===== src/rtl/serial_add_ctrl_if.sv =====
// serial_add_ctrl_if: operand/result bundle between the datapath (master) and serial_add_ctrl (slave).
// Signals: start, a, b, c_in, sub (only when SERIAL_ADD_SUB_EN is defined) flow master->slave;
//          busy, done, sum, c_out flow slave->master.
interface serial_add_ctrl_if #(parameter int WIDTH = 8);
    logic             start;
    logic [WIDTH-1:0] a;
    logic [WIDTH-1:0] b;
    logic             c_in;
`ifdef SERIAL_ADD_SUB_EN
    logic             sub;
`endif
    logic             busy;
    logic             done;
    logic [WIDTH-1:0] sum;
    logic             c_out;

    modport master (
`ifdef SERIAL_ADD_SUB_EN
        output sub,
`endif
        output start, a, b, c_in,
        input  busy, done, sum, c_out
    );

    modport slave (
`ifdef SERIAL_ADD_SUB_EN
        input  sub,
`endif
        input  start, a, b, c_in,
        output busy, done, sum, c_out
    );
endinterface


===== src/rtl/serial_add_ctrl.sv =====
// serial_add_ctrl: bit-serial adder sequencing one fa_v1 cell over WIDTH cycles, LSB first.
// Ports: clk (rising edge), reset (sync, active-high),
//        bus (serial_add_ctrl_if.slave): start/a/b/c_in[/sub] in, busy/done/sum/c_out out.
// Optional feature: SERIAL_ADD_SUB_EN adds the sub input (a - b via ~b and carry-in 1).
// fa_v1 is the combinational full-adder cell, kept here so the design file is self-contained.
module fa_v1 (
    output logic sum,
    output logic c_out,
    input  logic a,
    input  logic b,
    input  logic c_in
);
    assign sum   = a ^ b ^ c_in;
    assign c_out = (a & b) | (a & c_in) | (b & c_in);
endmodule

module serial_add_ctrl #(
    parameter int WIDTH = 8
) (
    input  logic                  clk,
    input  logic                  reset,
    serial_add_ctrl_if.slave      bus
);
    localparam int CW = $clog2(WIDTH);

    typedef enum logic [1:0] {S_IDLE = 2'd0, S_RUN = 2'd1, S_DONE = 2'd2} state_t;

    state_t           r_state;
    logic [WIDTH-1:0] r_sa;
    logic [WIDTH-1:0] r_sb;
    logic [WIDTH-1:0] r_res;
    logic             r_cy;
    logic [CW-1:0]    r_cnt;
    logic             r_busy;
    logic             r_done;
    logic [WIDTH-1:0] r_sum;
    logic             r_c_out;
    logic             w_s0;
    logic             w_c0;

    fa_v1 u_fa (
        .sum   (w_s0),
        .c_out (w_c0),
        .a     (r_sa[0]),
        .b     (r_sb[0]),
        .c_in  (r_cy)
    );

    always_ff @(posedge clk) begin
        if (reset) begin
            r_state <= S_IDLE;
            r_sa    <= '0;
            r_sb    <= '0;
            r_res   <= '0;
            r_cy    <= 1'b0;
            r_cnt   <= '0;
            r_busy  <= 1'b0;
            r_done  <= 1'b0;
            r_sum   <= '0;
            r_c_out <= 1'b0;
        end else begin
            r_done <= 1'b0;
            case (r_state)
                S_RUN: begin
                    r_res <= {w_s0, r_res[WIDTH-1:1]};
                    r_sa  <= {1'b0, r_sa[WIDTH-1:1]};
                    r_sb  <= {1'b0, r_sb[WIDTH-1:1]};
                    r_cy  <= w_c0;
                    r_cnt <= r_cnt + CW'(1);
                    if (r_cnt == CW'(WIDTH - 1)) begin
                        r_state <= S_DONE;
                        r_busy  <= 1'b0;
                        r_done  <= 1'b1;
                        r_sum   <= {w_s0, r_res[WIDTH-1:1]};
                        r_c_out <= w_c0;
                    end
                end
                // IDLE, DONE and the unused encoding all accept a new start.
                default: begin
                    if (bus.start) begin
                        r_state <= S_RUN;
                        r_sa    <= bus.a;
`ifdef SERIAL_ADD_SUB_EN
                        r_sb    <= bus.sub ? ~bus.b : bus.b;
                        r_cy    <= bus.sub | bus.c_in;
`else
                        r_sb    <= bus.b;
                        r_cy    <= bus.c_in;
`endif
                        r_res   <= '0;
                        r_cnt   <= '0;
                        r_busy  <= 1'b1;
                        r_sum   <= '0;
                        r_c_out <= 1'b0;
                    end else begin
                        r_state <= S_IDLE;
                    end
                end
            endcase
        end
    end

    assign bus.busy  = r_busy;
    assign bus.done  = r_done;
    assign bus.sum   = r_sum;
    assign bus.c_out = r_c_out;
endmodule


===== src/flat_wrapper.sv =====
// flat-port wrapper written by rule: the top's interface ports become plain ports
module serial_add_ctrl_flat 
#(
    parameter int WIDTH = 8
)
  (clk, reset, bus_start, bus_a, bus_b, bus_c_in, bus_busy, bus_done, bus_sum, bus_c_out);
  serial_add_ctrl_if #(.WIDTH(WIDTH)) bus_i ();
  input  logic clk;
  input  logic reset;
  input wire logic [$bits(bus_i.start)-1:0] bus_start;
  input wire logic [$bits(bus_i.a)-1:0] bus_a;
  input wire logic [$bits(bus_i.b)-1:0] bus_b;
  input wire logic [$bits(bus_i.c_in)-1:0] bus_c_in;
  output wire logic [$bits(bus_i.busy)-1:0] bus_busy;
  output wire logic [$bits(bus_i.done)-1:0] bus_done;
  output wire logic [$bits(bus_i.sum)-1:0] bus_sum;
  output wire logic [$bits(bus_i.c_out)-1:0] bus_c_out;
  assign bus_i.start = bus_start;
  assign bus_i.a = bus_a;
  assign bus_i.b = bus_b;
  assign bus_i.c_in = bus_c_in;
  assign bus_busy = bus_i.busy;
  assign bus_done = bus_i.done;
  assign bus_sum = bus_i.sum;
  assign bus_c_out = bus_i.c_out;
  serial_add_ctrl #(.WIDTH(WIDTH)) u_core (.clk(clk), .reset(reset), .bus(bus_i));
endmodule

===== config.mk =====
export PLATFORM = sky130hd
export DESIGN_NAME = serial_add_ctrl_flat
export DESIGN_NICKNAME = d
export VERILOG_FILES = /design/src/rtl/serial_add_ctrl_if.sv /design/src/rtl/serial_add_ctrl.sv /design/src/flat_wrapper.sv
export SDC_FILE = /design/constraint.sdc
export NUM_CORES = 1
export LEC_CHECK = 0
export BUFFER_PORTS_ARGS = -buffer_cell sky130_fd_sc_hd__buf_2
export CORE_ASPECT_RATIO = 2
export CORE_MARGIN = 2
export CORE_UTILIZATION = 45
export DETAILED_ROUTE_END_ITERATION = 10
export GPL_TIMING_DRIVEN = 0
export PLACE_DENSITY = 0.67
export SLEW_MARGIN = 20
export SYNTH_ARGS = -nofsm -noshare
export SYNTH_HDL_FRONTEND = slang
export SYNTH_SLANG_ARGS = --single-unit

===== constraint.sdc =====
create_clock -name clk -period 1.6 [get_ports clk]
set_input_delay 0.16 -clock clk [delete_from_list [all_inputs] [get_ports clk]]
set_output_delay 0.16 -clock clk [all_outputs]
set_load 0.03 [all_outputs]

* Yosys cells after proc, flatten, opt, wreduce, memory -nomap -nowiden
Cells that the tools add are included.
Storage, ports and cells: bits in read-only memories 0, bits in writable memories 0, output and inout bits 11, logic and storage cells 50, bits in latches 0, memories 0, register bits after elaboration 41
Operators by class: add/sub/neg operators 1, multiply operators 0, mux-type cells 22, eq/ne operators 3, bitwise logic cells 8, divide/modulo/power cells 0, reductions and logical operators 4, shift operators 0, order comparisons 0
Operators by type and width (number):
- 8-bit two-way mux | 4
- 7-bit two-way mux | 4
- 1-bit two-way mux | 10
- 3-bit two-way mux | 2
- 2-bit two-way mux | 2
- 2-bit OR reduction | 2
- 3-bit by 1-bit adder with 3-bit output, second input constant | 1
- 1-bit bitwise AND | 3
- 3-bit == test, second input constant | 1
- 2-bit by 1-bit == test with 1-bit output, second input constant | 1
- 2-bit by 1-bit != test with 1-bit output, second input constant | 1
- 1-bit bitwise OR | 2
- 2-bit AND reduction | 1
- 2-bit nonzero test | 1
- 1-bit bitwise XOR | 2
- 1-bit NOT | 1

* Longest topological paths before layout
depth in word-level cells 5, depth in mapped cells 5

* By module
A second synthesis with hierarchy kept.
Unflattened totals: cells, all modules 156, area, all modules 1591.5 um2
Modules (own cells, without submodules):
- serial_add_ctrl | times used 1, seq. area each 800.8 um2, area an instance 1571.5 um2, cells an instance 155
- fa_v1 | times used 1, seq. area each 0.0 um2, area an instance 20.0 um2, cells an instance 1

* Worst setup path after synthesis
Ideal clock, no wire load.
kind register to register, from register u_core.r_cnt[0], to register u_core.r_sum[0], in the netlist u_core.bus.sum[0], period minus slack after synthesis 1418 ps, setup slack 182 ps, cell stages (with the launch flop) 6, arrival time 1359 ps, path buffers 0, setup time 60 ps, required time 1540 ps, path through dfxtp_1 > ha_1 > ha_1 > and3b_1 > a211oi_4 > a22o_1
Between the ends: cells in the longest elaborated chain, start to end 3
RTL lines:
- from (decl) | line serial_add_ctrl.sv:33 | logic [CW-1:0] r_cnt;
- from (signal assigned) | line serial_add_ctrl.sv:69 | r_cnt <= r_cnt + CW'(1);
- 3-bit == test | line serial_add_ctrl.sv:70 | if (r_cnt == CW'(WIDTH - 1)) begin
- 2-bit by 1-bit != test with 1-bit output (no line)
- 2-bit AND reduction (no line)
- to (signal assigned) | line serial_add_ctrl.sv:74 | r_sum <= {w_s0, r_res[WIDTH-1:1]};
- to (decl) | line serial_add_ctrl.sv:36 | logic [WIDTH-1:0] r_sum;
No other way between the ends. A chain may end at the register's enable or synchronous reset.

* Final worst setup path
from register u_core.r_cnt[0], to register u_core.r_sum[3], in the netlist u_core.bus.sum[3]
The elaborated chain is that of the path after synthesis.

==> impl_metrics.env <==
export IMPL_crit_chain="ha_1, ha_1, and3b_1, a211oi_4, buf_6, a22o_1"
export IMPL_cp_max_fo=8
export IMPL_power_density_nw_per_um2=1060
export IMPL_grt_overflow_total=0
export IMPL_fill_cells=326
export IMPL_hold_viol=0
export IMPL_wire_per_inst_um=13.3
export IMPL_worst_path_largest_cell_delay_ns=0.33
export IMPL_htree_levels=2
export IMPL_grtUsageMet3_pct=4.65
export IMPL_placement_rows=31
export IMPL_r2r_worst_path_cells=6
export IMPL_syn2layout_area_growth_pct=20.0
export IMPL_drc=0
export IMPL_avgSynthCellArea_um2=9.93
export IMPL_whs_path_depth=3
export IMPL_finalClockSkew_ns=0.00382
export IMPL_grt_first_pass_wirelength_mm=5.69
export IMPL_drt_total_wl_mm=3.32
export IMPL_dp_slack_ns=-0.00572
export IMPL_start_util_pct=46.1
export IMPL_maxCapViolations=0
export IMPL_start_kind="flop"
export IMPL_p_leak_nw=0.848
export IMPL_yosysTopAreaCell="dfxtp_1"
export IMPL_ant_nets=0
export IMPL_crit_slowest_cell="dfxtp_1"
export IMPL_synth_top_area_share_pct=49.2
export IMPL_cp_startpoint="u_core.r_cnt[0]"
export IMPL_grt_util_met1_pct=24.5
export IMPL_viasPerCell=5.19
export IMPL_clk_pin_slew_ns=0.07
export IMPL_ys_ff_latch=40
export IMPL_synthCells=164
export IMPL_yosysSeqAreaShare_pct=49.2
export IMPL_antenna_found_initial=0
export IMPL_cp_common_cell="ha_1"
export IMPL_synth_area_um2=1630
export IMPL_setup_ws_ns=0.0530
export IMPL_final_layout_size_suffix_gt1_share_pct=22.9
export IMPL_grtUsageMet2_pct=29.5
export IMPL_cts_buffer_depth=2
export IMPL_cp_required_ns=1.83
export IMPL_io_buffers=28
export IMPL_min_period_ns=1.55
export IMPL_slew_headroom_pct=69.8
export IMPL_firstDrtPassIters=4
export IMPL_die_area_um2=4140
export IMPL_insertedDiodeCount=0
export IMPL_crit_path_end_kind="flop"
export IMPL_synth_area_leaders="dfxtp_1, mux2i_1, a211oi_1"
export IMPL_synth_distinct_cells=28
export IMPL_drtIter0Drc=25
export IMPL_status="complete, no violations"
export IMPL_die_h_um=89.1
export IMPL_clk_latency_ns=0.29
export IMPL_r2r_setup_slack_ns=0.05
export IMPL_grt_usage_pct=19.0
export IMPL_synth_nets=187
export IMPL_holdBufCountCts=0
export IMPL_min_delay_start="bus_b[7]"
export IMPL_cts_buffers=5
export IMPL_yosysWarnings=0
export IMPL_grt_max_degree=13
export IMPL_nets=223
export IMPL_multi_input_area_um2=746
export IMPL_grt_pass1_vias=1239
export IMPL_route_vias_total=1297
export IMPL_clock_sinks=40
export IMPL_finalCoreUtilization_pct=55.3
export IMPL_fp_dieW_um=46.5
export IMPL_ir_drop_v=0.000737
export IMPL_cts_root_buffer_cell="clkbuf_8"
export IMPL_final_seq_area_um2=801
export IMPL_finalCritPeriodShare_pct=96.7
export IMPL_setup_viol=0
export IMPL_core_area_um2=3530
export IMPL_cts_tree="yes"
export IMPL_rr_startpoint="u_core.r_cnt[0]"
export IMPL_hold_class="in -> reg"
export IMPL_fmax_mhz=646
export IMPL_worst_pin_slew_ns=0.453
export IMPL_critical_path_class="reg -> reg"
export IMPL_top_usage_layer="met2"
export IMPL_io_pins=31
export IMPL_dp_hpwl_mm=2.34
export IMPL_cp_arrival_ns=1.77
export IMPL_place_congestion=0.778
export IMPL_slew_viol_final=0
## layout make-up
cell class	instances	share of cell area, %
buffer	14	3.65
clock buffer	6	3.72
clock inverter	2	1.79
inverter	4	0.769
multi-input combinational	106	38.2
sequential	40	41.0
tap	49	3.14
timing repair buffer	29	7.75
## layout by cell type (no fill, tap or decap)
| cell type | Yosys | routed |
|---|---|---|
| a211oi_1 | 15 | 15 |
| a211oi_4 | 1 | 1 |
| a21o_1 | 1 | 1 |
| a21oi_1 | 11 | 11 |
| a22o_1 | 7 | 7 |
| a22oi_1 | 1 | 1 |
| a31oi_1 | 1 | 1 |
| and3b_1 | 1 | 1 |
| buf_1 | 1 | 1 |
| buf_2 | 6 | 34 |
| buf_4 | 1 | 1 |
| buf_6 | 1 | 2 |
| bufinv_16 | 0 | 1 |
| clkbuf_1 | 5 | 6 |
| clkbuf_8 | 0 | 5 |
| clkinv_2 | 0 | 1 |
| dfxtp_1 | 40 | 40 |
| fa_1 | 1 | 1 |
| ha_1 | 2 | 2 |
| inv_1 | 4 | 4 |
| mux2i_1 | 16 | 16 |
| nand2_1 | 10 | 10 |
| nand2b_1 | 2 | 2 |
| nand3b_1 | 12 | 12 |
| nor2_1 | 17 | 17 |
| nor2_4 | 0 | 1 |
| nor2b_1 | 1 | 1 |
| nor3_1 | 3 | 3 |
| nor4bb_1 | 1 | 1 |
| o211a_1 | 1 | 1 |
| o21ai_0 | 1 | 1 |
## metal layers
layer	wire length, um	up-vias
li1	-	655
met1	1520	608
met2	1600	28
met3	132	6
met4	61	0
met5	0	-
## path summary, 6_finish.rpt
| path | to |
|---|---|
| max reg2reg | u_core.bus.sum[3] |
| max | u_core.bus.sum[3] |
| min | u_core.r_sb[7] |
| min reg2reg | u_core.bus.c_out |
## synthesized netlist by cell type (all sizes together)
master   n
nor2b    1
dfxtp   40
and3b    1
a31oi    1
o21ai    1
a21o     1
buf      9
o211a    1
nor2    18
a21oi   11
a22o     7
nand3b  12
a211oi  16
fa       1
nand2b   2
mux2i   16
clkbuf   5
nand2   10
ha       2
inv      4
nor3     3
a22oi    1
nor4bb   1
## power breakdown
part / leakage, nW / switching [mW] / internal (mW)
clock: 0.0552 / 0.330 / 0.463
combinational: 0.466 / 0.123 / 0.0951
sequential: 0.327 / 0.0231 / 1.04
total: 0.848 / 0.476 / 1.60
## metrics by stage
step,hold WS (ns),setup TNS (ns),std cells,area [um^2],total power [mW]
after floorplan,0.355,0,164,1630,1.24
after global placement,0.432,0,241,1830,1.30
after detailed placement,0.452,-0.00572,241,1830,1.30
after CTS,0.159,0,249,1940,2.10
after global routing,0.213,-0.0115,250,1950,2.17
final,0.164,0,250,1950,2.07
## worst max-delay path: cells and delay by family (launching register included)
kind            cells  cell delay, ns
fa+ha+maj           2            0.42
compound gates      2            0.37
flops               1            0.33
simple gates        1            0.21
buf+inv             1            0.16
## sequential cells by signal, indices dropped and copies added (netlist names)
| signal | flops |
|---|---|
| u_core.bus.busy | 1 |
| u_core.bus.done | 1 |
| u_core.r_cnt | 3 |
| u_core.r_cy | 1 |
| u_core.r_state | 2 |
| u_core.bus.c_out | 1 |
| u_core.r_sa | 8 |
| u_core.r_res | 7 |
| u_core.r_sb | 8 |
| u_core.bus.sum | 8 |
## kinds of logic after synthesis
kind of cell	after synthesis	share of synthesized area, %
AO/OA/AOI/OAI	39	17.5
adder cells (fa/ha/maj)	3	2.77
buffers and inverters	18	5.30
flip-flops	40	49.2
multiplexers	16	9.84
AND/OR/NAND/NOR	48	15.4
## what timing repair did
item                                    4_1_cts  5_1_grt
pin swaps                                     1        1
gates resized for setup                       0        2
endpoints found under the setup margin        7        8
endpoints found under the hold margin         0        0
setup buffers                                 0        1
(Power assumes the default switching activity.)
